**config.mk**
```make
export PLATFORM = sky130hd
export DESIGN_NAME = multdiv_ctrl
export DESIGN_NICKNAME = d
export VERILOG_FILES = /design/src/rtl/multdiv_ctrl_pkg.sv /design/src/rtl/multdiv_watchdog.sv /design/src/rtl/multdiv_ctrl.sv
export SDC_FILE = /design/constraint.sdc
export NUM_CORES = 1
export LEC_CHECK = 0
export ABC_AREA = 1
export CAP_MARGIN = 15
export CORE_MARGIN = 10
export CORE_UTILIZATION = 45
export CTS_CLUSTER_DIAMETER = 50
export DETAILED_ROUTE_END_ITERATION = 16
export GPL_ROUTABILITY_DRIVEN = 0
export PLACE_DENSITY_LB_ADDON = 0.12
export RECOVER_POWER = 100
export SYNTH_ARGS = -nofsm -noshare
export SYNTH_HDL_FRONTEND = slang
export SYNTH_SLANG_ARGS = --single-unit
```
**constraint.sdc**
```tcl
create_clock -name clock -period 8.9 [get_ports clock]
set_clock_uncertainty 0.1 [all_clocks]
set_input_delay 1.78 -clock clock [delete_from_list [all_inputs] [get_ports clock]]
set_output_delay 1.78 -clock clock [all_outputs]
set_load 0.05 [all_outputs]
```
**src/rtl/multdiv_ctrl_pkg.sv**
```systemverilog
// Shared decode constants, rstatus codes and FSM encoding for the mul/div sequencer.
package multdiv_ctrl_pkg;

  localparam logic [4:0] OPC_RTYPE   = 5'b00000;
  localparam logic [4:0] ALU_MUL     = 5'b00110;
  localparam logic [4:0] ALU_DIV     = 5'b00111;
  localparam logic [4:0] REG_RSTATUS = 5'd30;
  localparam logic [4:0] RSTATUS_MUL = 5'd4;
  localparam logic [4:0] RSTATUS_DIV = 5'd5;

  typedef enum logic [1:0] {
    ST_IDLE  = 2'd0,
    ST_START = 2'd1,
    ST_BUSY  = 2'd2,
    ST_DONE  = 2'd3
  } state_e;

  function automatic logic [4:0] rstatus_code(input logic is_div);
    if (is_div) begin
      return RSTATUS_DIV;
    end else begin
      return RSTATUS_MUL;
    end
  endfunction

endpackage

```
**src/rtl/multdiv_watchdog.sv**
```systemverilog
// Clearable cycle counter that flags when the multdiv unit has used its whole wait budget.
module multdiv_watchdog #(
  parameter int CNT_W   = 6,
  parameter int TIMEOUT = 40
) (
  input  logic clock,
  input  logic reset,
  input  logic clr,
  input  logic en,
  output logic tc
);

  logic [CNT_W-1:0] count_r;

  // Wait counter: clear has priority over count enable.
  always_ff @(posedge clock or posedge reset) begin
    if (reset) begin
      count_r <= {CNT_W{1'b0}};
    end else if (clr) begin
      count_r <= {CNT_W{1'b0}};
    end else if (en) begin
      count_r <= count_r + CNT_W'(1);
    end else begin
      count_r <= count_r;
    end
  end

  assign tc = (count_r == CNT_W'(TIMEOUT - 1));

endmodule

```
**src/rtl/multdiv_ctrl.sv**
```systemverilog
// Execute-stage sequencer for the shared iterative multiplier/divider: stalls the pipeline,
// launches the unit, waits under a watchdog and emits a single writeback beat.
module multdiv_ctrl
  import multdiv_ctrl_pkg::*;
#(
  parameter int WIDTH   = 32,
  parameter int TIMEOUT = 40,
  parameter int CNT_W   = 6
) (
  input  logic             clock,
  input  logic             reset,
  input  logic             insn_valid,
  input  logic [4:0]       opcode,
  input  logic [4:0]       aluop,
  input  logic [4:0]       rd,
  input  logic [WIDTH-1:0] op_a,
  input  logic [WIDTH-1:0] op_b,
  input  logic             unit_rdy,
  input  logic [WIDTH-1:0] unit_res,
  input  logic             unit_exc,
  output logic             ctrl_mult,
  output logic             ctrl_div,
  output logic [WIDTH-1:0] unit_a,
  output logic [WIDTH-1:0] unit_b,
  output logic             stall,
  output logic             wb_en,
  output logic [4:0]       wb_rd,
  output logic [WIDTH-1:0] wb_data
);

  state_e           state_r;
  logic             is_div_r;
  logic [4:0]       rd_r;
  logic [WIDTH-1:0] a_r;
  logic [WIDTH-1:0] b_r;
  logic             ctrl_mult_r;
  logic             ctrl_div_r;
  logic             busy_stall_r;
  logic             wb_en_r;
  logic [4:0]       wb_rd_r;
  logic [WIDTH-1:0] wb_data_r;

  logic is_mul_s;
  logic is_div_s;
  logic start_req_s;
  logic wd_clr_s;
  logic wd_en_s;
  logic wd_tc_s;

  assign is_mul_s    = (opcode == OPC_RTYPE) && (aluop == ALU_MUL);
  assign is_div_s    = (opcode == OPC_RTYPE) && (aluop == ALU_DIV);
  assign start_req_s = insn_valid && (is_mul_s || is_div_s);

  assign wd_clr_s = (state_r == ST_START);
  assign wd_en_s  = (state_r == ST_BUSY);

  multdiv_watchdog #(
    .CNT_W  (CNT_W),
    .TIMEOUT(TIMEOUT)
  ) u_watchdog (
    .clock(clock),
    .reset(reset),
    .clr  (wd_clr_s),
    .en   (wd_en_s),
    .tc   (wd_tc_s)
  );

  // Sequencer FSM; every output except the IDLE-cycle stall is registered here.
  always_ff @(posedge clock or posedge reset) begin
    if (reset) begin
      state_r      <= ST_IDLE;
      is_div_r     <= 1'b0;
      rd_r         <= 5'd0;
      a_r          <= {WIDTH{1'b0}};
      b_r          <= {WIDTH{1'b0}};
      ctrl_mult_r  <= 1'b0;
      ctrl_div_r   <= 1'b0;
      busy_stall_r <= 1'b0;
      wb_en_r      <= 1'b0;
      wb_rd_r      <= 5'd0;
      wb_data_r    <= {WIDTH{1'b0}};
    end else begin
      ctrl_mult_r <= 1'b0;
      ctrl_div_r  <= 1'b0;
      wb_en_r     <= 1'b0;
      case (state_r)
        ST_IDLE: begin
          if (start_req_s) begin
            a_r          <= op_a;
            b_r          <= op_b;
            rd_r         <= rd;
            is_div_r     <= is_div_s;
            ctrl_mult_r  <= is_mul_s;
            ctrl_div_r   <= is_div_s;
            busy_stall_r <= 1'b1;
            state_r      <= ST_START;
          end
        end
        ST_START: begin
          state_r <= ST_BUSY;
        end
        ST_BUSY: begin
          // A result arriving on the last budgeted cycle still wins over the timeout.
          if (unit_rdy) begin
            wb_en_r      <= 1'b1;
            busy_stall_r <= 1'b0;
            state_r      <= ST_DONE;
            if (unit_exc) begin
              wb_rd_r   <= REG_RSTATUS;
              wb_data_r <= WIDTH'(rstatus_code(is_div_r));
            end else begin
              wb_rd_r   <= rd_r;
              wb_data_r <= unit_res;
            end
          end else if (wd_tc_s) begin
            wb_en_r      <= 1'b1;
            busy_stall_r <= 1'b0;
            state_r      <= ST_DONE;
            wb_rd_r      <= REG_RSTATUS;
            wb_data_r    <= WIDTH'(rstatus_code(is_div_r));
          end
        end
        ST_DONE: begin
          wb_rd_r   <= 5'd0;
          wb_data_r <= {WIDTH{1'b0}};
          state_r   <= ST_IDLE;
        end
        default: begin
          busy_stall_r <= 1'b0;
          state_r      <= ST_IDLE;
        end
      endcase
    end
  end

  assign stall     = busy_stall_r || ((state_r == ST_IDLE) && start_req_s);
  assign ctrl_mult = ctrl_mult_r;
  assign ctrl_div  = ctrl_div_r;
  assign unit_a    = a_r;
  assign unit_b    = b_r;
  assign wb_en     = wb_en_r;
  assign wb_rd     = wb_rd_r;
  assign wb_data   = wb_data_r;

endmodule

```
; ---- Word level (Yosys, flattened, before mapping)
; Index checks and enable logic that the tools add are counted.
[classes]
n_addsub = 1
n_mul = 0
div = 0
n_lt_le_gt_ge = 0
eq_ne = 8
shift = 0
n_mux = 26
bitwise_logic = 0
reduce_logical = 15
[op_table]
columns = op, n
row1 = 2-to-1 mux 32 bit, 3
row2 = one-hot mux 32 bit (2 select lines), 1
row3 = 2-to-1 mux 5 bit, 3
row4 = 2-to-1 mux 6 bit, 2
row5 = 2-to-1 mux 1 bit, 11
row6 = equality test 5 x 3 -> 1 bit (second input constant), 2
row7 = one-hot mux 5 bit (2 select lines), 1
row8 = one-hot mux 2 bit (4 select lines), 1
row9 = adder 6 x 1 -> 6 bit (second input constant), 1
row10 = equality test 6 bit (second input constant), 1
row11 = 2-to-1 mux 2 bit, 3
row12 = AND reduction 2 bit, 3
row13 = nonzero test 2 bit, 3
row14 = zero test 5 bit, 1
row15 = equality test 2 bit (second input constant), 2
row16 = logical AND 1 bit, 4
row17 = != test 3 bit (second input constant), 1
row18 = AND reduction 3 bit, 1
row19 = equality test 2 x 1 -> 1 bit (second input constant), 1
row20 = zero test 2 bit, 1
row21 = logical OR 1 bit, 2
row22 = != test 2 bit (second input constant), 1
row23 = one-hot mux 1 bit (2 select lines), 1
[totals]
ff_bits = 119
latchBits = 0
ramBits = 0
mem_bits_ro = 0
in_bits = 116
output_inout_bits = 105
word_cells = 62
memories = 0

; ---- Longest topological paths before layout
[logic_depth]
depth_word = 6
ltp_mapped = 10
ltp_nobuf = 8

; ---- Cells and area by module
; Synthesis repeated with hierarchy kept, for this count alone.
[unflattened]
hier_cells = 543
area_unflattened_um2 = 4875.9
[modules_own_cells]
columns = module, n_inst, cells_each, area_per_inst_um2, seq_area_each_um2
row1 = multdiv_ctrl, 1, 505, 4554.4, 2827.7
row2 = multdiv_watchdog, 1, 38, 321.6, 150.1

; ---- Least setup slack after synthesis
; Ideal clock, no wire load.
[synth_path]
kind = input-to-output
from = input port opcode[3]
to = output port stall
arrival_time_ns = 2.713
required_time_ns = 7.020
slack_ns = 4.307
stages = 6
n_path_buf = 1
path_cell_list = nor2_1 -> nand3_1 -> nor2_4 -> nand2_1 -> buf_6 -> nand2_1
[synth_between]
elab_chain_len = 6
word_cells_on_any_way = 7
classes_between = reduce/logical (7)
[synth_lines]
columns = item, line
row1 = "start, declared", multdiv_ctrl.sv:13  ; input logic [4:0] opcode,
row2 = zero test 5 bit (*), "multdiv_ctrl.sv:50, multdiv_ctrl.sv:51"
row3 = logical AND 1 bit (on tied branches), "multdiv_ctrl.sv:50, multdiv_ctrl.sv:51"
row4 = logical OR 1 bit (*), multdiv_ctrl.sv:52  ; assign start_req_s = insn_valid && (is_mul_s || is_div_s);
row5 = logical AND 1 bit (*), multdiv_ctrl.sv:52
row6 = logical AND 1 bit (*), multdiv_ctrl.sv:136  ; assign stall = busy_stall_r || ((state_r == ST_IDLE) && start_req_s);
row7 = logical OR 1 bit (*), multdiv_ctrl.sv:136
row8 = "end, declared", multdiv_ctrl.sv:25  ; output logic stall,
; Every way passes the cells marked *; elsewhere a longest branch is shown, timed or not.

; ---- Worst setup path in the final report
[layout_path]
from = input port aluop[1]
to = output port stall
[layout_between]
elab_chain_len = 6
word_cells_on_any_way = 8
classes_between = eq/ne (2) / reduce/logical (6)
[layout_lines]
columns = item, line
row1 = "start, declared", multdiv_ctrl.sv:14  ; input logic [4:0] aluop,
row2 = equality test 5 x 3 -> 1 bit (on tied branches), "multdiv_ctrl.sv:50, multdiv_ctrl.sv:51"
row3 = logical AND 1 bit (on tied branches), "multdiv_ctrl.sv:50, multdiv_ctrl.sv:51"
row4 = logical OR 1 bit (*), multdiv_ctrl.sv:52
row5 = logical AND 1 bit (*), multdiv_ctrl.sv:52
row6 = logical AND 1 bit (*), multdiv_ctrl.sv:136
row7 = logical OR 1 bit (*), multdiv_ctrl.sv:136
; Marks and branches as above.

==> results.json <==
{
  "setup_ws_ns": 2.654,
  "vdd_ir_drop_max_mv": 0.2538,
  "maxCapViolCount": 2,
  "postCtsHoldBufs": 0,
  "required_time_of_the_critical_path_ns": 7.02,
  "synth-compound-area-share_pct": 1.178,
  "ctsHtreeMaxLevel": 4,
  "worst-path-buf-inv": 4,
  "clk_path_buf_depth": 2,
  "grt_start_max_net_pins": 87,
  "routed_via_count": 4575,
  "final_nets": 895,
  "die-area_um2": 15710,
  "timing.critical_path.from_type": "primary input",
  "global_route.usage.total_pct": 18.79,
  "drt_iter0_drc": 241,
  "num_io_pins": 221,
  "fillCellCount": 858,
  "die_width_um": 125.3,
  "grt_setup_unrepaired": "no",
  "postSynthNetCount": 682,
  "multiInputGateArea_um2": 1708,
  "wl_per_cell_um": 16.37,
  "drt_pre_antenna_iters": 4,
  "rows": 38,
  "overflow": 0,
  "final-hold-violation-count": 0,
  "timing.final.setup_violations": 0,
  "area_growth_syn_to_fin_pct": 56.79,
  "post-route-period-util_pct": 70.18,
  "floorplan.initialDensity_pct": 46.05,
  "outcome": "finished, violations left",
  "clock_tree_from_tritoncts": "yes",
  "grt_pass1_wl_mm": 24.15,
  "synth_area_per_cell_um2": 8.915,
  "clock_tree.root_cell": "sky130_fd_sc_hd__clkbuf_8",
  "crit_path_top_delay_cell": "sky130_fd_sc_hd__dlygate4sd3_1",
  "post-cts-setup-buffer-count": 0,
  "drc_errors": 0,
  "numClockSinks": 119,
  "crit_family": "buffers and inverters",
  "ys_seq_area_share_pct": 59.65,
  "post_synth_fa_ha_maj_area_fraction_pct": 1.504,
  "timing.critical_path.cells": "dlygate4sd3_1 -> clkinv_1 -> nor2_1 -> nand3_1 -> nor2_4 -> buf_4 -> nand2_1 -> nand2_1 -> dlygate4sd3_1",
  "port_buffer_count": 220,
  "synth_xor_area_share_pct": 0,
  "postRouteWirelength_mm": 15.16,
  "placeable_core_area_um2": 10840,
  "via_per_inst": 4.941,
  "power.density_cell_area_nw_per_um2": 244.0,
  "static_leakage_nw": 4.241,
  "cts_repair_resize_count": 0,
  "hp-class": "flop to flop",
  "finalSetupTns_ns": 0,
  "final_cell_mix": "sky130_fd_sc_hd__nand2_1 (230), sky130_fd_sc_hd__dfrtp_1 (119), sky130_fd_sc_hd__clkdlybuf4s50_1 (112)",
  "synthMuxAreaShare_pct": 0.2005,
  "dp_slack_ns": 2.832,
  "final_layout_size_suffix_gt1_share_pct": 6.234,
  "max_clk_rate_mhz": 160.1,
  "ant_nets": 0,
  "crit_path_end_kind": "output pin",
  "max_stage_delay_ns": 0.88,
  "synth_seq_cells": 119,
  "violations_in_the_final_reports": "capacitance limit, slew limit",
  "yosys.area_share.simple_pct": 31.45,
  "layout.cells.most_common": "sky130_fd_sc_hd__nand2_1",
  "finalCriticalPeriod_ns": 6.246,
  "count_of_yosys_warnings_during_synthesis": 0,
  "num_antenna_cells": 0,
  "slew_headroom_pct": -109.0,
  "clock_latency_ns": 0.51,
  "postSynthCellCount": 560,
  "cts_made_buffers": 17,
  "clk_transition_reported_paths_ns": 0.05,
  "regArea_um2": 2978,
  "max_slew_violation_count": 112,
  "grt_antenna_before_repair": 1,
  "half_perimeter_wire_length_after_placement_mm": 10.91,
  "max_slew.worst_pin.slew_ns": 3.135,
  "synthDistinctLibCells": 22,
  "cp_max_fo": 70,
  "data_arrival_time_at_the_worst_slack_endpoint_ns": 4.37,
  "largest_family_of_logic_cells_by_synthesized_area": "simple AND/OR/NAND/NOR gates",
  "fp.dieH_um": 125.3,
  "netlist_area_um2": 4992,
  "worst-setup-path-type": "primary input to output pin",
  "vias_in_the_first_global_route": 4596
}
## cell families after synthesis
| kind of cell | after synthesis |
|---|---|
| AO/OA/AOI/OAI | 11 |
| buffers and inverters | 54 |
| AND/OR/NAND/NOR | 369 |
| flip-flops | 119 |
| adder cells (fa/ha/maj) | 6 |
| multiplexers | 1 |
## state kept, by name (all words and copies together) (netlist names)
name	cells
is_div_r	1
state_r	2
ctrl_div	1
unit_b	32
wb_data	32
rd_r	5
ctrl_mult	1
busy_stall_r	1
wb_en	1
wb_rd	5
u_watchdog.count_r	6
unit_a	32
## path summary, 6_finish.rpt
check | start | endpoint | slack [ns] | depth (start not counted)
max | aluop[1] | stall | 2.65 | 9
min | unit_b[6]$_DFFE_PP0P_ | unit_b[6]$_DFFE_PP0P_ | 0.36 | 2
max reg2reg | state_r[0]$_DFFE_PP0P_ | unit_a[0]$_DFFE_PP0P_ | 4.89 | 7
min reg2reg | unit_b[6]$_DFFE_PP0P_ | unit_b[6]$_DFFE_PP0P_ | 0.36 | 2
max in group asynchronous | reset | unit_b[3]$_DFFE_PP0P_ | 5.14 | 4
min in group asynchronous | reset | unit_a[19]$_DFFE_PP0P_ | 1.92 | 2
## final cells by class
class | count | share of cell area, %
flip-flops and latches | 119 | 38.04
repair buffers | 228 | 29.36
clock buffers | 21 | 5.994
clock inverters | 11 | 1.567
multi-input cells | 387 | 21.82
well taps | 140 | 2.238
inverters | 20 | 0.9751
## worst register-to-register path: cells and delay by family (launching register included)
kind / cells / cell delay [ns]
simple gates: 3 / 0.58
buf+inv: 3 / 2.66
fa+ha+maj: 1 / 0.21
flops: 1 / 0.39
## cells in the mapped netlist
cell type                    n  area share [%]
sky130_fd_sc_hd__buf_4       8             1.2
sky130_fd_sc_hd__buf_2      12             1.2
sky130_fd_sc_hd__buf_6       7             1.6
sky130_fd_sc_hd__ha_1        6             1.5
sky130_fd_sc_hd__inv_2       2            0.15
sky130_fd_sc_hd__nand3_1   109              11
sky130_fd_sc_hd__nor2_1     14             1.1
sky130_fd_sc_hd__or2_2       8             1.0
sky130_fd_sc_hd__nor3b_1     1            0.15
sky130_fd_sc_hd__clkinv_1    1           0.075
sky130_fd_sc_hd__nor3_1      4            0.40
sky130_fd_sc_hd__buf_1       1           0.075
sky130_fd_sc_hd__o21ai_0     7            0.70
sky130_fd_sc_hd__inv_1      17             1.3
sky130_fd_sc_hd__dfrtp_1   119              60
sky130_fd_sc_hd__nor2_4      1            0.23
sky130_fd_sc_hd__mux2i_1     1            0.20
sky130_fd_sc_hd__nand2_1   230              17
sky130_fd_sc_hd__clkbuf_1    6            0.45
sky130_fd_sc_hd__a21oi_1     3            0.30
sky130_fd_sc_hd__a21oi_2     1            0.18
sky130_fd_sc_hd__nand3_2     2            0.40
## stage by stage
step	hold WS [ns]	power (mW)	std cells	utilization, %	instance area, um^2
floorplan	0.3345	1.054	560	-	4992
global placement	0.3493	1.241	891	66.34	7192
detailed placement	0.3530	1.259	891	66.34	7192
CTS	0.3666	1.930	923	71.80	7784
global route	0.3808	2.007	926	72.21	7828
finish	0.3612	1.910	926	72.21	7828
## routing by layer
metal	GRT usage (%)	wire length, um
met1	21.38	6022
met2	28.94	7014
met3	10.90	1906
met4	6.572	213
met5	0	0
## power breakdown
part / internal [mW] / switching, mW / leakage (nW)
registers: 0.605 / 0.0366 / 1.64
logic: 0.191 / 0.415 / 2.33
clock network: 0.426 / 0.236 / 0.270
total: 1.22 / 0.688 / 4.24
No activity file was read; power rests on OpenSTA's default activity.
